`config.mk`:
```
export PLATFORM = sky130hd
export DESIGN_NAME = ochan_rr_sched
export DESIGN_NICKNAME = d
export VERILOG_FILES = /design/src/rtl/ochan_rr_sched.sv
export SDC_FILE = /design/constraint.sdc
export NUM_CORES = 1
export LEC_CHECK = 0
export CORE_MARGIN = 4
export CORE_UTILIZATION = 21
export CTS_CLUSTER_SIZE = 40
export DETAILED_ROUTE_END_ITERATION = 10
export GPL_ROUTABILITY_DRIVEN = 0
export PLACE_DENSITY = 0.85
export SLEW_MARGIN = 40
export SYNTH_ARGS = -nofsm -noshare
export SYNTH_HDL_FRONTEND = slang
export SYNTH_SLANG_ARGS = --single-unit
```
`constraint.sdc`:
```
create_clock -name clk -period 1.6 [get_ports clk]
set_clock_uncertainty 0.05 [all_clocks]
set_input_delay 0.48 -clock clk [delete_from_list [all_inputs] [get_ports clk]]
set_output_delay 0.48 -clock clk [all_outputs]
set_load 0.03 [all_outputs]
```
`src/rtl/ochan_rr_sched.sv`:
```
// Per-output-channel round-robin scheduler: grants one of four input buffers, launches one flit, holds the
// grant for the whole serial transfer. Optional watchdog on a stuck transfer is enabled by ARB_WDOG_EN.
module ochan_rr_sched #(
    parameter int DATA_W      = 32,
    parameter int WDOG_CYCLES = 255
) (
    input  logic              clk,
    input  logic              reset,
    input  logic [3:0]        req,
    input  logic [DATA_W-1:0] item_in0,
    input  logic [DATA_W-1:0] item_in1,
    input  logic [DATA_W-1:0] item_in2,
    input  logic [DATA_W-1:0] item_in3,
    input  logic              out_busy,
    output logic [3:0]        gnt,
    output logic [3:0]        rd,
    output logic              ena,
    output logic [DATA_W-1:0] item_out,
    output logic              wdog_err
);

    localparam logic [1:0] IDLE      = 2'd0;
    localparam logic [1:0] LAUNCH    = 2'd1;
    localparam logic [1:0] WAIT_BUSY = 2'd2;
    localparam logic [1:0] HOLD      = 2'd3;

    if (WDOG_CYCLES < 2 || WDOG_CYCLES > 65535) begin : g_wdog_cycles_range
        $error("ochan_rr_sched: WDOG_CYCLES must be in 2..65535");
    end

    logic [1:0] state;
    logic [1:0] ptr;
    logic [1:0] win_idx;
    logic       win_vld;
    logic [1:0] cand;
    logic [1:0] gnt_idx;
    logic       launch_start;
    logic       wdog_fire;

    // Search starts just after the last launcher, so it has lowest priority next time.
    always_comb begin
        // NOTE: every variable written here gets a default first, otherwise a latch is inferred.
        win_idx = ptr;
        win_vld = 1'b0;
        cand    = ptr;
        for (int k = 1; k <= 4; k++) begin
            cand = ptr + 2'(k);
            if (!win_vld && req[cand]) begin
                win_idx = cand;
                win_vld = 1'b1;
            end
        end
    end

    assign gnt_idx      = {gnt[3] | gnt[2], gnt[3] | gnt[1]};
    assign launch_start = (state == IDLE) && !out_busy && win_vld;

    // Launch is only confirmed if the owner is still requesting in the LAUNCH cycle.
    assign ena = (state == LAUNCH) && |(gnt & req);
    assign rd  = gnt & {4{ena}};

    assign item_out = ({DATA_W{gnt[0]}} & item_in0)
                    | ({DATA_W{gnt[1]}} & item_in1)
                    | ({DATA_W{gnt[2]}} & item_in2)
                    | ({DATA_W{gnt[3]}} & item_in3);

`ifdef ARB_WDOG_EN
    logic [15:0] wdog_cnt;

    // Fires on the edge where the count would reach the limit.
    assign wdog_fire = ((state == WAIT_BUSY) || (state == HOLD))
                    && ((wdog_cnt + 16'd1) == 16'(WDOG_CYCLES));

    always_ff @(posedge clk) begin
        if (reset) begin
            wdog_cnt <= '0;
            wdog_err <= 1'b0;
        end else begin
            if (launch_start)
                wdog_cnt <= '0;
            else if ((state == WAIT_BUSY) || (state == HOLD))
                wdog_cnt <= wdog_cnt + 16'd1;
            if (wdog_fire)
                wdog_err <= 1'b1;
        end
    end
`else
    assign wdog_fire = 1'b0;
    assign wdog_err  = 1'b0;
`endif

    always_ff @(posedge clk) begin
        // NOTE: sequential state uses non-blocking assignments so every register sees pre-edge values.
        if (reset) begin
            state <= IDLE;
            gnt   <= 4'b0000;
            ptr   <= 2'd3;
        end else if (wdog_fire) begin
            state <= IDLE;
            gnt   <= 4'b0000;
        end else begin
            case (state)
                IDLE: begin
                    if (launch_start) begin
                        gnt   <= 4'b0001 << win_idx;
                        state <= LAUNCH;
                    end else begin
                        gnt   <= 4'b0000;
                    end
                end
                LAUNCH: begin
                    if (ena) begin
                        ptr   <= gnt_idx;
                        state <= WAIT_BUSY;
                    end else begin
                        gnt   <= 4'b0000;
                        state <= IDLE;
                    end
                end
                WAIT_BUSY: begin
                    if (out_busy)
                        state <= HOLD;
                end
                HOLD: begin
                    if (!out_busy) begin
                        gnt   <= 4'b0000;
                        state <= IDLE;
                    end
                end
                default: begin
                    gnt   <= 4'b0000;
                    state <= IDLE;
                end
            endcase
        end
    end

endmodule

```
==> results.toml <==
[setup_path]
critPathBufInv = 3
path_common_cell = "buf_6"
path_delay_family = "compound AO/OA/AOI/OAI gates"
worstPathRequired_ns = 1.07
r2r-start = "gnt[2]"
worstRegToRegCells = 6
start_kind = "flop"
r2r_slack_ns = -0.07
crit_path_end_kind = "output pin"
slowest_delay_ns = 0.36
critPathMaxFanout = 6
slowest_stage = "a211o_2"
r2r-end = "ptr[0]"
critical_path_class = "flop to output pin"
path_cells = "buf_6, a22oi_2, a211o_2, inv_4, and2_4, buf_6"
arrival_ns = 1.45

[detailed_routing]
via_per_inst = 5.09
ant_nets = 0
wl_mm = 8.22
dr_total_vias = 2207
dr.pass1.iters = 4
drt_iter0_drc = 49
post_drt_wl_per_cell_um = 18.9
drcViolationCount = 0

[synthesis]
yosysUniqueCellTypes = 37
yosysWarnings = 0
netlist_instances = 165
synth_area_sq_um = 1160
syn_avg_cell_area_sq_um = 7.05
yosys.area.top_type = "a22oi_1"
ys_ff_latch = 8
synth_top_cell_area_share = 0.426
synth_area_leaders = "a22oi_1 (43%), dfxtp_1 (14%), nand2_1 (11%)"
syn_nets = 300
ys_seq_area_frac = 0.138

[sta]
max_freq_ghz = 0.506
rsz0062_at_grt = "true"
min_period_ns = 1.98
post-route-period-util = 1.24
final.setup.worst_slack_ns = -0.376
hold_viol = 0
finalSetupViolCount = 41
drv_slew = 0

[die]
start_util = 0.222
ios = 177
fp.dieW_um = 82.4
core_area_sq_um = 5240
die_h_um = 82.4
std_cell_rows = 26
die-area_sq_um = 6800

[grt]
grt_pass1_vias = 2421
overflow = 0
grt_max_degree = 23
antenna_found_initial = 0
grt_first_pass_wirelength_mm = 11.3
grt_usage = 0.219

[hold_path]
hold_depth = 2
hold_end = "ptr[1]"
hold_path_class = "flop to flop"
min-delay-start = "ptr[1]"

[finish]
syn2layout_area_growth_pct = 224
antenna_cells = 0
layout_common_cells = "clkdlybuf4s50_1 (92), a22oi_2 (50), buf_6 (43), nand2_2 (30), dlygate4sd2_1 (30)"
final_nets = 500
drive_above_1_share = 0.516
fin_area_sq_um = 3770
fin_cells = 434
n_fill_cell = 403
final_common_cell = "clkdlybuf4s50_1"

[placed_design]
place_ws_ns = -0.805
hpwl_mm = 5.84
place_inst = 416
dpl_cell_area_sq_um = 3130
port_buffers = 175

[clocking]
clk_latency_ns = 0.23
clk_path_buf_depth = 2
cts_buffers = 3
htreeDepth = 1
cts.hold.buffers_added = 0
clk_pin_slew_ns = 0.04
tritoncts = "done"
cts-root-buf = "clkbuf_8"
cts.sinks = 8

[pwr]
leakagePower_uw = 0.00160
finalPower_uw = 1380
vdd.ir_drop.worst_uv = 591
power.density_nw_per_um2 = 364

[run]
drv_cap = 0

[outcome]
failed_checks = "setup timing"
status = "finished, violations left"
-- cells in the mapped netlist, drive strengths merged --
master / instances
o41ai: 1
mux2i: 1
nor3: 2
inv: 2
a32o: 2
a21oi: 3
nand2b: 2
a211o: 1
o31ai: 1
nand2: 34
buf: 7
o31a: 1
a21o: 1
a211oi: 1
dfxtp: 8
o2bb2ai: 2
o21bai: 1
and3b: 1
a22oi: 66
or4: 2
nor2: 4
conb: 1
and2: 4
clkbuf: 11
o21ai: 2
or3: 2
nor2b: 2
-- worst register-to-register path: cells and delay by family, from the launching register on --
| kind | cells | cell delay, ns |
|---|---|---|
| DFF | 1 | 0.34 |
| AOI/OAI and AO/OA | 3 | 0.60 |
| buffers and inverters | 2 | 0.26 |
| and+or+nand+nor | 1 | 0.30 |
-- timing repair --
action / 4_1_cts / 5_1_grt
gates cloned: 3 / 1
gates resized for setup: 146 / 33
pin swaps: 60 / 38
setup endpoints to repair: 45 / 45
buffers inserted: 10 / 5
-- routing by layer --
metal | global-route usage | share of wire | vias to the layer above
met4 | 0.0797 | 0.026 | 0
li1 | - | - | 1045
met1 | 0.201 | 0.32 | 1022
met3 | 0.0521 | 0.10 | 22
met2 | 0.452 | 0.55 | 118
met5 | 0 | 0 | -
-- cell families (layout without fill, tap and decap cells) --
group / after synthesis / after routing / share of synthesized area
compound gates: 82 / 82 / 0.548
simple gates: 53 / 53 / 0.213
buf+inv: 20 / 219 / 0.0892
flops: 8 / 8 / 0.138
other cells: 1 / 1 / 0.00322
mux: 1 / 1 / 0.00860
-- area by class of cell --
class / instances / area, sq um / area share
Inverter: 2 / 10.0 / 0.00265
Tap cell: 70 / 87.6 / 0.0232
Multi-Input combinational cell: 137 / 1280 / 0.339
Sequential cell: 8 / 176 / 0.0467
Clock buffer: 4 / 45.0 / 0.0119
Timing Repair Buffer: 213 / 2180 / 0.576
-- stage by stage --
stage                util  setup TNS (ns)  hold WS [ns]
finish              0.721          -10.82         0.538
global route        0.721          -12.69         0.572
CTS                 0.704           -9.99         0.568
detailed placement  0.597          -16.52         0.546
global placement    0.597          -16.14         0.520
floorplan               -           -2.16         0.502
-- report_power, final --
group,leakage (uW),switching (uW),internal (uW)
combinational,0.00151,386,521
sequential,0.0000676,8.72,203
clock,0.0000228,83.3,173
-- worst max path at each step --
stage	start	to	slack, ns	cells after the start
2_1_floorplan	gnt[0]	rd[1]	-0.25	5
3_3_place_gp	item_in1[25]	item_out[25]	-0.81	5
3_5_place_dp	item_in1[25]	item_out[25]	-0.80	5
4_1_cts	gnt[2]	rd[0]	-0.39	6
5_1_grt	gnt[2]	rd[0]	-0.42	6
6_report	gnt[2]	rd[0]	-0.38	6
Power figures use the tool's default switching activity.
